===== src/rtl/operand_fetch_pkg.sv =====
// Shared CPU definitions used by the operand-fetch stage: datapath widths
// and the operand forward-select encoding.
package operand_fetch_pkg;

  localparam int AW = 5;
  localparam int DW = 32;

  typedef enum logic [2:0] {
    FWD_ZERO,
    FWD_EX,
    FWD_MEM,
    FWD_WB,
    FWD_RF
  } fwd_sel_e;

endpackage


===== src/rtl/operand_fetch_fwd_mux.sv =====
// One operand's bypass network: picks the youngest producer of a source
// register, and flags a match against a load still in EX.
module fwd_mux
  import operand_fetch_pkg::*;
#(
  parameter int DW = operand_fetch_pkg::DW,
  parameter int AW = operand_fetch_pkg::AW
) (
  input  logic [AW-1:0] addr,
  input  logic [DW-1:0] rf_data,
  input  logic          ex_wr_en,
  input  logic          ex_is_load,
  input  logic [AW-1:0] ex_wr_addr,
  input  logic [DW-1:0] ex_wr_data,
  input  logic          mem_wr_en,
  input  logic [AW-1:0] mem_wr_addr,
  input  logic [DW-1:0] mem_wr_data,
  input  logic          wb_wr_en,
  input  logic [AW-1:0] wb_wr_addr,
  input  logic [DW-1:0] wb_wr_data,
  output logic [DW-1:0] data,
  output logic          load_match
);

  fwd_sel_e sel;

  // Register 0 is hardwired, so a producer targeting it never forwards.
  function automatic logic hit(input logic en, input logic [AW-1:0] wr_addr,
                               input logic [AW-1:0] rd_addr);
    return en && (wr_addr != '0) && (wr_addr == rd_addr);
  endfunction

  // NOTE: every combinational output gets a default first so no path can infer a latch.
  always_comb begin
    sel = FWD_RF;
    if (addr == '0)                                    sel = FWD_ZERO;
    else if (hit(ex_wr_en && !ex_is_load, ex_wr_addr, addr)) sel = FWD_EX;
    else if (hit(mem_wr_en, mem_wr_addr, addr))        sel = FWD_MEM;
    else if (hit(wb_wr_en, wb_wr_addr, addr))          sel = FWD_WB;
  end

  always_comb begin
    data = rf_data;
    case (sel)
      FWD_ZERO: data = '0;
      FWD_EX:   data = ex_wr_data;
      FWD_MEM:  data = mem_wr_data;
      FWD_WB:   data = wb_wr_data;
      default:  data = rf_data;
    endcase
  end

  assign load_match = hit(ex_wr_en && ex_is_load, ex_wr_addr, addr);

endmodule


===== src/rtl/operand_fetch.sv =====
// Operand-fetch stage: reads the register file, resolves bypasses, stalls on
// load-use hazards and holds the result in a single ready/valid output register.
module operand_fetch
  import operand_fetch_pkg::*;
#(
  parameter int DW = operand_fetch_pkg::DW,
  parameter int AW = operand_fetch_pkg::AW
) (
  input  logic          clk,
  input  logic          rst,
  input  logic          in_valid,
  output logic          in_ready,
  input  logic [AW-1:0] in_rs,
  input  logic [AW-1:0] in_rt,
  input  logic [AW-1:0] in_wr_addr,
  input  logic          in_wr_en,
  input  logic          in_is_load,
  output logic [AW-1:0] rf_r1_addr,
  output logic [AW-1:0] rf_r2_addr,
  input  logic [DW-1:0] rf_r1_data,
  input  logic [DW-1:0] rf_r2_data,
  input  logic          ex_wr_en,
  input  logic          ex_is_load,
  input  logic [AW-1:0] ex_wr_addr,
  input  logic [DW-1:0] ex_wr_data,
  input  logic          mem_wr_en,
  input  logic [AW-1:0] mem_wr_addr,
  input  logic [DW-1:0] mem_wr_data,
  input  logic          wb_wr_en,
  input  logic [AW-1:0] wb_wr_addr,
  input  logic [DW-1:0] wb_wr_data,
  input  logic          flush,
  output logic          out_valid,
  input  logic          out_ready,
  output logic [DW-1:0] out_op_a,
  output logic [DW-1:0] out_op_b,
  output logic [AW-1:0] out_wr_addr,
  output logic          out_wr_en,
  output logic          out_is_load,
  output logic [15:0]   stall_cnt
);

  logic [DW-1:0] op_a;
  logic [DW-1:0] op_b;
  logic          load_match_a;
  logic          load_match_b;
  logic          hazard;
  logic          capture;
  logic          stall;

  assign rf_r1_addr = in_rs;
  assign rf_r2_addr = in_rt;

  fwd_mux #(.DW(DW), .AW(AW)) u_fwd_a (
    .addr        (in_rs),
    .rf_data     (rf_r1_data),
    .ex_wr_en    (ex_wr_en),
    .ex_is_load  (ex_is_load),
    .ex_wr_addr  (ex_wr_addr),
    .ex_wr_data  (ex_wr_data),
    .mem_wr_en   (mem_wr_en),
    .mem_wr_addr (mem_wr_addr),
    .mem_wr_data (mem_wr_data),
    .wb_wr_en    (wb_wr_en),
    .wb_wr_addr  (wb_wr_addr),
    .wb_wr_data  (wb_wr_data),
    .data        (op_a),
    .load_match  (load_match_a)
  );

  fwd_mux #(.DW(DW), .AW(AW)) u_fwd_b (
    .addr        (in_rt),
    .rf_data     (rf_r2_data),
    .ex_wr_en    (ex_wr_en),
    .ex_is_load  (ex_is_load),
    .ex_wr_addr  (ex_wr_addr),
    .ex_wr_data  (ex_wr_data),
    .mem_wr_en   (mem_wr_en),
    .mem_wr_addr (mem_wr_addr),
    .mem_wr_data (mem_wr_data),
    .wb_wr_en    (wb_wr_en),
    .wb_wr_addr  (wb_wr_addr),
    .wb_wr_data  (wb_wr_data),
    .data        (op_b),
    .load_match  (load_match_b)
  );

  // A flush squashes the requester anyway, so it neither stalls nor counts.
  assign hazard   = in_valid && (load_match_a || load_match_b) && !flush;
  assign in_ready = !hazard && (!out_valid || out_ready) && !flush;
  assign capture  = in_valid && in_ready;
  assign stall    = in_valid && !in_ready && !flush;

  // NOTE: state uses non-blocking assignments and an asynchronous active-low reset branch.
  always_ff @(posedge clk or negedge rst) begin
    if (!rst) begin
      out_valid   <= 1'b0;
      out_op_a    <= '0;
      out_op_b    <= '0;
      out_wr_addr <= '0;
      out_wr_en   <= 1'b0;
      out_is_load <= 1'b0;
    end else if (flush) begin
      out_valid <= 1'b0;
    end else if (capture) begin
      out_valid   <= 1'b1;
      out_op_a    <= op_a;
      out_op_b    <= op_b;
      out_wr_addr <= in_wr_addr;
      out_wr_en   <= in_wr_en;
      out_is_load <= in_is_load;
    end else if (out_valid && out_ready) begin
      out_valid <= 1'b0;
    end
  end

  always_ff @(posedge clk or negedge rst) begin
    if (!rst) begin
      stall_cnt <= '0;
    end else if (stall && (stall_cnt != 16'hFFFF)) begin
      stall_cnt <= stall_cnt + 16'd1;
    end
  end

endmodule


===== config.mk =====
export PLATFORM = sky130hd
export DESIGN_NAME = operand_fetch
export DESIGN_NICKNAME = d
export VERILOG_FILES = /design/src/rtl/operand_fetch_pkg.sv /design/src/rtl/operand_fetch_fwd_mux.sv /design/src/rtl/operand_fetch.sv
export SDC_FILE = /design/constraint.sdc
export NUM_CORES = 1
export LEC_CHECK = 0
export BUFFER_PORTS_ARGS = -buffer_cell sky130_fd_sc_hd__buf_2
export CAP_MARGIN = 20
export CORE_ASPECT_RATIO = 1.1
export CORE_MARGIN = 5
export CORE_UTILIZATION = 35
export CTS_CLUSTER_SIZE = 8
export DETAILED_ROUTE_END_ITERATION = 7
export PLACE_DENSITY = 0.75
export SYNTH_ARGS = -nofsm -noshare
export SYNTH_HDL_FRONTEND = slang
export SYNTH_SLANG_ARGS = --single-unit

===== constraint.sdc =====
create_clock -name clk -period 2 [get_ports clk]
set_clock_uncertainty 0.05 [all_clocks]
set_input_delay 0.1 -clock clk [delete_from_list [all_inputs] [get_ports clk]]
set_output_delay 0.1 -clock clk [all_outputs]
set_load 0.02 [all_outputs]

==> metrics.txt, run 1 <==
status=finished, final reports clean; DR pass1 iterations=6; Synth top area share=34.9%; hold_sp=rf_r2_data[2]; post-synth top area cell=dfrtp_1; Clock Path Buffers=2; count of final setup violators=0; post-place setup slack=-260 ps; port bufs=299; Die Ht=151 um; Synth Flop Type=dfrtp_1; YS warnings=0; largest net degree at the start of global routing=49; gpl congestion=0.824; Mapped Cells=709; min cycle time layout=1950 ps; worst hold slack=7.88 ps; Critical Path RT=2190 ps; Max-Cap Viols=0; # H-tree levels=3; ys async rst share=100%; CTS Buf Count=9; final worst slack=53.1 ps; CP arrival=2140 ps; Power Density=694 nW/um2; synth top area cells=dfrtp_1 35%, o31ai_2 12%, o32a_1 10%; EDFF count, synth=0; Hold Violations, Final=0; full die area=20,800 um2; layout cells sized above 1=45.2%; total grt overflow=0; TritonCTS clock tree=yes; Peak VDD IR=0.365 mV; row count=51; first-pass GRT wire length=37,400 um; DR DRC count=0; Detail Route Antenna Nets=0; period utilisation layout=97.3%; most common cell after layout, fill and taps aside=buf_2; Slew Limit Fails=0; vias per cell=5.51; Seq cells post-synth=88; DP HPWL=18,400 um; Slew @ Worst Pin=612 ps; initial antenna violation count=0; Cell variety after synth=37; Tightest Hold Check Type=in2reg; post-synthesis sequential area ratio=34.9%; fmax=514 MHz; number of nets in the layout=1,245; Tot GR Track Use=22.8%; vias in the first global route=7,295; r2r startpoint=out_valid; Post-Syn Nets=911; static leakage=4.29 nW; Routed WL=24,700 um; CP endpoint kind=flop; CP startpoint=out_valid; critical path type=reg2reg; Root Driver=clkbuf_16; I/O pin total=300; CORE AREA=17,700 um2; Final Total Pwr=0.00627 W; clk sinks=88; die width=138 um; routed wire length per instance=19.2 um; commonest non-fill, non-tap cells in the layout=298 x buf_2, 140 x nor2_1, 88 x dfrtp_1, 74 x nand2_1, 69 x nor3_1; DRT iter0 DRCs=410; Area growth, synth to finish=43.2%; crit path launch type=flop; synthesized area=6310 um2; Via Count=7,094; Initial Utilization=35.5%; Clock transition at path regs=70 ps; synthesized area per cell=8.89 um2; CP max FO=34; clk_lat worst skew=350 ps; Worst slew margin=59.2%
## worst max-delay path: stages, from the launching register on
cell and delay (ps):
dfrtp_1 400, nand2b_1 110, nor2b_1 330, o211ai_1 150, buf_4 180, buf_6 160, buf_12 180, o31ai_2 270
## cell usage after synthesis, types with 3 or more instances
| cell | count |
|---|---|
| or4_1 | 6 |
| mux2_2 | 8 |
| xnor2_1 | 22 |
| clkbuf_1 | 17 |
| nand2_1 | 74 |
| nand2b_1 | 34 |
| dfrtp_1 | 88 |
| nand3_1 | 8 |
| buf_4 | 25 |
| nor2_1 | 140 |
| nor3_1 | 70 |
| o31ai_2 | 58 |
| nand4_1 | 4 |
| inv_1 | 3 |
| o21ai_0 | 3 |
| buf_2 | 21 |
| xor2_1 | 23 |
| buf_6 | 6 |
| o32a_1 | 64 |
| nor4_1 | 7 |
| o31ai_1 | 6 |
## kinds of logic after synthesis
group / count (synthesis) / synth area share [%]
xor+xnor: 45 / 6.25
simple gates: 351 / 25.5
buf+inv: 72 / 6.90
flops: 88 / 34.9
fa+ha+maj: 1 / 0.198
mux: 8 / 1.43
compound gates: 144 / 24.8
## worst paths after layout
check                                endpoint  slack (ps)  cells after the start
max in group asynchronous        out_op_b[16]         950                      3
min in group asynchronous       stall_cnt[15]         240                      2
worst max register to register   out_op_b[16]          50                      7
worst min-delay path              out_op_b[2]           8                      3
worst min register to register   out_op_b[20]         430                      2
worst max-delay path             out_op_b[16]          50                      7
## where the power goes
part           switching, W  leakage, nW  internal, W
registers          0.000219         1.09      0.00210
logic               0.00131         3.07     0.000949
clock network      0.000778        0.135     0.000914
total               0.00230         4.29      0.00397
## per-stage QoR
step	area [um2]	setup TNS, ps	utilization [%]	std cells
after floorplan	6320	0	-	709
after global placement	8490	-9810	47.9	1246
after detailed placement	8490	-13940	47.9	1246
after CTS	9010	0	50.8	1285
after global routing	9030	-42.4	50.9	1286
final	9030	0	50.9	1287
## routing by layer
layer | vias to the layer above | part of all wire (%) | global-route usage, %
li1 | 3218 | - | -
met1 | 3392 | 39 | 27.7
met2 | 412 | 49 | 38.2
met3 | 72 | 8.8 | 4.72
met4 | 0 | 3.8 | 11.8
met5 | - | 0 | 0
## sequential cells by signal, summed over array words and instances, names as in the netlist
signal and cells:
out_is_load 1, out_op_a 32, out_wr_en 1, stall_cnt 16, out_wr_addr 5, out_valid 1
out_op_b 32
## cell type report
cell class | instances | area, um2
Antenna cell | 1 | 2.50
Timing Repair Buffer | 392 | 2490
Fill cell | 1694 | 8710
Clock inverter | 4 | 28.8
Sequential cell | 88 | 2200
Multi-Input combinational cell | 549 | 3740
Inverter | 3 | 11.3
Clock buffer | 12 | 256
Tap cell | 238 | 298
## what timing repair did
item / in CTS / in global routing
resized for setup: 1 / 2
endpoints found under the setup margin: 1 / 23
buffers inserted: 2 / 1
hold buffers: 21 / 0
hold endpoints to repair: 60 / 0
pin swaps: 1 / 1
(Power assumes the default switching activity.)
==> run 2: changes to the inputs <==
--- a/config.mk
+++ b/config.mk
@@ -10,9 +10,10 @@
 export CORE_ASPECT_RATIO = 1.1
 export CORE_MARGIN = 5
 export CORE_UTILIZATION = 35
-export CTS_CLUSTER_SIZE = 8
+export CTS_CLUSTER_SIZE = 25
 export DETAILED_ROUTE_END_ITERATION = 7
 export PLACE_DENSITY = 0.75
+export SETUP_SLACK_MARGIN = 0.1
 export SYNTH_ARGS = -nofsm -noshare
 export SYNTH_HDL_FRONTEND = slang
 export SYNTH_SLANG_ARGS = --single-unit
==> metrics.txt, run 2 (synthesized netlist as in run 1, its figures left out) <==
first-pass GRT wire length=37,700 um (+0.59%); cells on worst reg2reg path=9 (+2); clk sinks=88 (unchanged); Tightest Hold Check Type=in2reg; post-place setup slack=-201 ps (+58.3 ps); layout cells sized above 1=47.2% (+1.9 points); # H-tree levels=3 (unchanged); register-to-register path setup slack=40 ps (about the same); crit-path cells=ha_2, nand4_1, nor4_4, buf_6, nor4_4, a21oi_2, buf_6, nor3_2, xor2_1; CP endpoint kind=flop; initial antenna violation count=1 (+1); most common cell after layout, fill and taps aside=buf_2; CORE AREA=17,700 um2 (unchanged); Hold Violations, Final=0 (unchanged); Detail Route Antenna Nets=0 (unchanged); period utilisation layout=97.9% (+0.56 points); Slew @ Worst Pin=386 ps (-226 ps); clk_lat worst skew=340 ps (about the same); Critical Path RT=2180 ps (about the same); Crit path largest cell delay=370 ps (-30 ps); CP Depth=9 (+2); Fill cells=1,643 (-3.0%); total grt overflow=0 (unchanged); Clock Path Buffers=2 (unchanged); critical path type=reg2reg; row count=51 (unchanged); Crit path buffers/inverters=2 (-1); min cycle time layout=1960 ps (+11.2 ps); fin util=51.7% (+0.84 points); static leakage=4.36 nW (+1.4%); fmax=511 MHz (-0.57%); CP startpoint=stall_cnt[1]; I/O pin total=300 (unchanged); DR DRC count=0 (unchanged); Worst slew margin=74.1% (+15 points); Die Ht=151 um (unchanged); Slowest-stage cell, CP=dfrtp_1; Root Driver=clkbuf_16; commonest non-fill, non-tap cells in the layout=298 x buf_2, 134 x nor2_1, 86 x dfrtp_1, 74 x nand2_1, 68 x buf_4; vias in the first global route=7,244 (-0.70%); Routed WL=25,000 um (+1.2%); Tot GR Track Use=23.1% (+0.28 points); Top Registers=out_op_a: 32 flops, out_op_b: 32 flops, stall_cnt: 16 flops; largest net degree at the start of global routing=42 (-14%); Initial Utilization=35.5% (unchanged); DRT iter0 DRCs=423 (+3.2%); die width=138 um (unchanged); final worst slack=41.9 ps (-11.2 ps); Worst Setup EP=stall_cnt[9]; r2r startpoint=stall_cnt[1]; Peak VDD IR=0.370 mV (+1.3%); Slew Limit Fails=0 (unchanged); Max-Cap Viols=0 (unchanged); hold_sp=out_ready; crit path launch type=flop; vias per cell=5.41 (-1.8%); Crit path max-delay family=simple AND/OR/NAND/NOR gates; Via Count=7,043 (-0.72%); gpl congestion=0.874 (+6.1%); Clock transition at path regs=70 ps (about the same); CP max FO=5 (-85%); CTS Buf Count=9 (unchanged); port bufs=299 (unchanged); full die area=20,800 um2 (unchanged); count of final setup violators=0 (unchanged); CP arrival=2140 ps (about the same); status=finished, final reports clean; routed wire length per instance=19.2 um (+0.13%); unrepaired setup endpoints after global routing=yes; Reg2Reg Capture Point=stall_cnt[9]; number of nets in the layout=1,259 (+1.1%); DR pass1 iterations=5 (-1); TritonCTS clock tree=yes; Power Density=702 nW/um2 (+1.0%); Area growth, synth to finish=45.5%; DP HPWL=19,100 um (+3.7%)
[run 2: timing repair]
item / in CTS / in global routing
endpoints found under the setup margin: 5 / 37
setup buffers: 2 / 3
hold buffers: 21 / 0
pin swaps: 0 / 4
gates resized for setup: 0 / 23
hold endpoints to repair: 108 / 0
[run 2: per-stage QoR]
| step | cell area (um2) | instances | total power, W | TNS, ps | hold slack, ps |
|---|---|---|---|---|---|
| 5_1_grt | 9180 | 1300 | 0.00676 | -22.3 | 6.61 |
| 6_report | 9180 | 1301 | 0.00644 | 0 | 7.96 |
| 2_1_floorplan | 6330 | 709 | 0.00358 | 0 | -246 |
| 3_5_place_dp | 8520 | 1258 | 0.00459 | -9640 | -76.5 |
| 3_3_place_gp | 8520 | 1258 | 0.00454 | -6830 | -80.8 |
| 4_1_cts | 9060 | 1297 | 0.00645 | 0 | 0.519 |
[run 2: report_power, final]
| part | switching (W) | internal (W) |
|---|---|---|
| Clock | 0.000795 | 0.00102 |
| Sequential | 0.000200 | 0.00210 |
| Combinational | 0.00133 | 0.000984 |
[run 2: per-layer routing]
| metal | up-vias | track usage [%] | routed length, um |
|---|---|---|---|
| met4 | 2 | 11.3 | 901 |
| met2 | 423 | 39.2 | 12200 |
| met3 | 68 | 4.05 | 2090 |
| met5 | - | 0 | 20 |
| li1 | 3263 | - | - |
| met1 | 3287 | 28.2 | 9800 |
[run 2: worst min-delay path by stage]
stage	cells past startpoint	slack, ps	end
global route	3	7	out_op_a[13]
CTS	3	0.5	out_op_b[5]
floorplan	0	-250	out_is_load
global placement	1	-80	out_op_b[3]
finish	3	8	out_valid
detailed placement	1	-80	out_op_b[1]
[run 2: worst min-delay path, cell delays in order]
cell and delay, ps:
buf_2 70, nand2b_1 110, o21ai_0 70
[run 2: final cells by class]
cell class / instances / area [um2] / area share (%)
tap: 238 / 298 / 3.24
antenna: 1 / 2.50 / 0.0273
clock inverter: 6 / 73.8 / 0.804
timing repair buffer: 406 / 2550 / 27.8
clock buffer: 10 / 239 / 2.60
sequential: 88 / 2200 / 24.0
inverter: 3 / 11.3 / 0.123
multi-input combinational: 549 / 3800 / 41.4
